### src/rtl/latch_accum_pkg.sv
// Shared types and width helpers for stages fed by the level-sensitive increment latch.
package latch_accum_pkg;

  typedef enum logic [1:0] {
    IDLE  = 2'd0,
    ACCUM = 2'd1,
    DONE  = 2'd2
  } acc_state_t;

  // Result width: worst case NSAMP full-scale samples fit without wrap.
  function automatic int sum_width(input int data_w, input int nsamp);
    return data_w + $clog2(nsamp);
  endfunction

  function automatic int cnt_width(input int nsamp);
    return $clog2(nsamp + 1);
  endfunction

endpackage

### src/rtl/en_fall_detect.sv
// Falling-edge detector on a latch enable: cap is high for one cycle after enable drops.
// Combinational cap from a single registered copy of the enable; no backpressure.
module en_fall_detect (
  input  logic clk,
  input  logic rst_n,
  input  logic sample_en,
  output logic cap
);

  logic en_q;

  always_ff @(posedge clk or negedge rst_n) begin
    if (!rst_n) en_q <= 1'b0;
    else        en_q <= sample_en;
  end

  assign cap = en_q & ~sample_en;

endmodule

### src/rtl/latch_sample_accum.sv
// Samples the frozen latch value on each enable fall and sums NSAMP of them into a held result.
// Result valid one cycle after the last capture; captures arriving while the result is unaccepted are dropped and flagged.
module latch_sample_accum
  import latch_accum_pkg::*;
#(
  parameter int DATA_W = 3,
  parameter int NSAMP  = 4,
  parameter int SUM_W  = sum_width(DATA_W, NSAMP)
) (
  input  logic              clk,
  input  logic              rst_n,
  input  logic              sample_en,
  input  logic [DATA_W-1:0] sample_in,
  input  logic              clr,
  output logic [SUM_W-1:0]  sum_out,
  output logic              sum_valid,
  input  logic              sum_ready,
  output logic              busy,
  output logic              overrun
);

  localparam int CNT_W = cnt_width(NSAMP);

  acc_state_t       state_q, state_d;
  logic [SUM_W-1:0] acc_q, acc_d;
  logic [CNT_W-1:0] cnt_q, cnt_d;
  logic [SUM_W-1:0] sum_q, sum_d;
  logic             ovr_q, ovr_d;
  logic             cap;
  logic [SUM_W-1:0] sample_ext;
  logic [SUM_W-1:0] acc_sum;

  en_fall_detect u_fall (
    .clk       (clk),
    .rst_n     (rst_n),
    .sample_en (sample_en),
    .cap       (cap)
  );

  assign sample_ext = SUM_W'(sample_in);
  assign acc_sum    = acc_q + sample_ext;

  always_ff @(posedge clk or negedge rst_n) begin
    if (!rst_n) begin
      state_q <= IDLE;
      acc_q   <= '0;
      cnt_q   <= '0;
      sum_q   <= '0;
      ovr_q   <= 1'b0;
    end else begin
      state_q <= state_d;
      acc_q   <= acc_d;
      cnt_q   <= cnt_d;
      sum_q   <= sum_d;
      ovr_q   <= ovr_d;
    end
  end

  always_comb begin
    state_d = state_q;
    acc_d   = acc_q;
    cnt_d   = cnt_q;
    sum_d   = sum_q;
    ovr_d   = ovr_q;

    // clr wins over any capture in the same cycle; sum_out keeps its last value.
    if (clr) begin
      state_d = IDLE;
      acc_d   = '0;
      cnt_d   = '0;
      ovr_d   = 1'b0;
    end else begin
      case (state_q)
        IDLE: begin
          if (cap) begin
            acc_d = sample_ext;
            cnt_d = CNT_W'(1);
            if (NSAMP == 1) begin
              sum_d   = sample_ext;
              state_d = DONE;
            end else begin
              state_d = ACCUM;
            end
          end
        end
        ACCUM: begin
          if (cap) begin
            acc_d = acc_sum;
            cnt_d = cnt_q + CNT_W'(1);
            if (cnt_q == CNT_W'(NSAMP - 1)) begin
              sum_d   = acc_sum;
              state_d = DONE;
            end
          end
        end
        DONE: begin
          if (sum_ready) begin
            ovr_d = 1'b0;
            // A capture coinciding with the handshake opens the next window.
            if (cap) begin
              acc_d = sample_ext;
              cnt_d = CNT_W'(1);
              if (NSAMP == 1) begin
                sum_d   = sample_ext;
                state_d = DONE;
              end else begin
                state_d = ACCUM;
              end
            end else begin
              state_d = IDLE;
            end
          end else if (cap) begin
            ovr_d = 1'b1;
          end
        end
        default: begin
          state_d = IDLE;
          acc_d   = '0;
          cnt_d   = '0;
        end
      endcase
    end
  end

  assign sum_out   = sum_q;
  assign sum_valid = (state_q == DONE);
  assign busy      = (state_q == ACCUM);
  assign overrun   = ovr_q;

endmodule

### config.mk
export PLATFORM = sky130hd
export DESIGN_NAME = latch_sample_accum
export DESIGN_NICKNAME = d
export VERILOG_FILES = /design/src/rtl/latch_accum_pkg.sv /design/src/rtl/en_fall_detect.sv /design/src/rtl/latch_sample_accum.sv
export SDC_FILE = /design/constraint.sdc
export NUM_CORES = 1
export LEC_CHECK = 0
export CORE_UTILIZATION = 45
export DETAILED_ROUTE_END_ITERATION = 10
export PLACE_DENSITY = 0.72
export SYNTH_ARGS = -nofsm -noshare
export SYNTH_HDL_FRONTEND = slang
export SYNTH_SLANG_ARGS = --single-unit
### constraint.sdc
create_clock -name clk -period 1.7 [get_ports clk]
set_clock_uncertainty 0.1 [all_clocks]
set_input_delay 0.255 -clock clk [delete_from_list [all_inputs] [get_ports clk]]
set_output_delay 0.255 -clock clk [all_outputs]
set_load 0.005 [all_outputs]
==> out/metrics.cfg <==
[status]
outcome = finished, final reports clean

[drt]
drtPass1Iterations = 4
wl_per_cell_microns = 12.8
m1WireLength_microns = 772
top_signal_layer_used = met4
met3_length_microns = 93
ant_nets = 0
dr_wl_met2_microns = 954
routed_wl_microns = 1840
via_count = 752
drt-initial-drc-count = 8
route.detailed.drc = 0
via_per_inst = 5.22

[pwr]
p_leak_nw = 0.632
p_per_area_nw_per_um2 = 666
p_switching_mw = 0.230
ir_worst_vdd_mv = 0.541
seq_power_share = 0.517
p_int_mw = 0.607
clkPwrFrac = 0.265
comb_power_share = 0.218
sw_frac_of_total = 0.275

[worst_setup_path]
end_kind = register
path_cells = ha_2 -> inv_2 -> fa_2 -> nor2b_1 -> o21ai_1 -> xor2_1 -> o31ai_1
cp.arrival_ns = 1.76
cpPeakStageDelay_ns = 0.36
crit_fanout = 2
cp.required_ns = 1.81
crit_path_start_kind = register
cp_slowest_cell = dfrtp_1
critPathKind = reg -> reg

[cts]
cts-root-buf = clkbuf_4
cts.reportedPaths.clkPinSlew_ns = 0.11
clock_path_buffers = 2
clk_latency_ns = 0.30
numCtsBuffers = 3
htree_levels = 1
tritoncts = yes
cts.sinks = 17
hold_buffers = 0

[cells_and_area]
nets = 134
fillers = 144
multi_input_area_sq_um = 460
finalCoreUtilization = 0.691
synthToLayoutAreaGrowth_pct = 37.5
regArea_sq_um = 428
insertedDiodeCount = 0
drive_gt1_frac = 0.294
postLayoutCellArea_sq_um = 1260

[sta]
layout_min_cycle_time_ns = 1.65
hold_violations = 0
slew-limit-headroom = 0.834
fmaxAchievable_mhz = 606
post-route-period-util = 0.970
fin_ws_ns = 0.0504
slew_violations = 0
rsz0062_at_grt = true
worst_pin_slew_ns = 0.248
setup_viol = 0

[die]
io_pins = 16
fp.dieArea_sq_um = 2220
initial_utilization = 0.502
rows = 15
die_x_microns = 47.1
die_y_microns = 47.1
core_region_area_sq_um = 1820

[synthesis]
netlist_instances = 86
synth_top_cell_by_area = dfrtp_1
synthArstFlopShare = 1.00
yosysSeqAreaShare = 0.465
synth.net_count = 100
ys_top_cells_by_count = 17 x dfrtp_1, 8 x nand2_1, 6 x a21oi_1, 6 x inv_1, 5 x ha_1
avgSynthCellArea_sq_um = 10.6
yosysMostFrequentCell = dfrtp_1
yosysUniqueCellTypes = 31
netlist_area_sq_um = 915
ys_ff_latch = 17
ys.warnings.count = 0
ys.flop_type = dfrtp_1
synth_area_leaders = dfrtp_1 47%, ha_1 6.8%, mux2_1 3.7%, a21oi_1 3.3%, nand2_1 3.3%
yosysTopAreaCellShare = 0.465
synth-edff-count = 0

[global_routing]
grt-ovfl-total = 0
grt_pass1_wl_microns = 3010
grt_start_max_net_pins = 18
antenna_found_initial = 0
grt_usage = 0.201
grt_pass1_vias = 752

[placed_design]
port_buffers = 15
dpl.hpwl_microns = 1290
dpl_worst_slack_ns = -0.440
gp_congestion = 0.813
place_area_sq_um = 1170

[job]
cap_violations = 0

[hold_path]
min_path_type = in -> async

## cell type report
| cell class | count | share of cell area |
|---|---|---|
| multi-input cells | 59 | 0.366 |
| clock inverters | 1 | 0.00398 |
| inverters | 6 | 0.0179 |
| clock buffers | 3 | 0.0179 |
| flip-flops and latches | 17 | 0.340 |
| well taps | 25 | 0.0249 |
| repair buffers | 33 | 0.229 |
## critical path: cells and delay by family, from the launching register on
kind / cells / cell delay (ns)
AOI/OAI and AO/OA: 2 / 0.25
xor gates and xnor gates: 1 / 0.16
adders and majority gates: 2 / 0.53
buffers and inverters: 1 / 0.04
DFF: 1 / 0.36
and+or+nand+nor: 1 / 0.12
## per-layer routing
metal,vias up,track usage
li1,369,-
met1,363,0.234
met2,18,0.344
met3,2,0.0692
met4,0,0.0686
met5,-,0
## power groups by stage
stage | logic (mW) | registers (mW) | clock network (mW)
5_1_grt | 0.204 | 0.435 | 0.246
3_5_place_dp | 0.159 | 0.443 | 0
3_3_place_gp | 0.154 | 0.442 | 0
6_report | 0.183 | 0.433 | 0.222
4_1_cts | 0.173 | 0.433 | 0.232
2_1_floorplan | 0.0906 | 0.438 | 0
## stage by stage
| step | hold WS [ns] | power [mW] | std cells | setup TNS (ns) |
|---|---|---|---|---|
| 3_3_place_gp | 0.360 | 0.597 | 136 | -2.62 |
| 6_report | 0.167 | 0.838 | 144 | 0 |
| 2_1_floorplan | -0.141 | 0.528 | 86 | 0 |
| 4_1_cts | 0.164 | 0.838 | 144 | -0.128 |
| 5_1_grt | 0.190 | 0.885 | 144 | -0.102 |
| 3_5_place_dp | 0.374 | 0.602 | 136 | -2.99 |
## what timing repair did
action	4_1_cts	5_1_grt
pin swaps	3	6
resized for setup	9	7
setup buffers	4	1
endpoints found under the setup margin	7	10
## layout by cell type (no fill, tap or decap), types with 2 or more instances in the layout
master | Yosys | final
buf_4 | 2 | 18
dfrtp_1 | 17 | 15
clkdlybuf4s50_1 | 0 | 11
nand2_1 | 8 | 8
inv_1 | 6 | 5
a21oi_1 | 6 | 5
o31ai_1 | 4 | 4
ha_1 | 5 | 4
nor2_1 | 4 | 3
o21ai_1 | 2 | 3
a21o_1 | 3 | 3
mux2_1 | 3 | 3
clkbuf_4 | 0 | 3
and2b_1 | 2 | 2
nor2b_1 | 3 | 2
xnor2_1 | 2 | 2
nand3_1 | 2 | 2
dlygate4sd2_1 | 0 | 2
dlymetal6s2s_1 | 0 | 2
dfrtp_2 | 0 | 2
## logic make-up (layout without fill, tap and decap cells)
logic type | after synthesis | count (layout) | share of synthesized area
buf+inv | 10 | 43 | 0.0588
flops | 17 | 17 | 0.465
mux | 4 | 4 | 0.0479
fa+ha+maj | 6 | 6 | 0.0903
xor+xnor | 3 | 3 | 0.0287
simple gates | 24 | 24 | 0.145
compound gates | 22 | 22 | 0.164
## path summary, 6_finish.rpt
kind,from,slack (ns),depth (start not counted),end
setup / recovery,acc_q[0],0.05,7,acc_q[4]
hold / removal,rst_n,0.17,2,u_fall.en_q
setup reg to reg,acc_q[0],0.05,7,acc_q[4]
hold reg to reg,sum_out[3],0.39,1,sum_out[3]
max in group asynchronous,rst_n,1.13,2,state_q[0]
min in group clk,sample_in[1],0.25,3,acc_q[1]
## sequential cells by signal (all words and copies together), names as in the netlist
signal	cells
u_fall.en_q	1
acc_q	5
state_q	2
cnt_q	3
overrun	1
sum_out	5
Note: power is estimated with default switching activity, not from simulation.
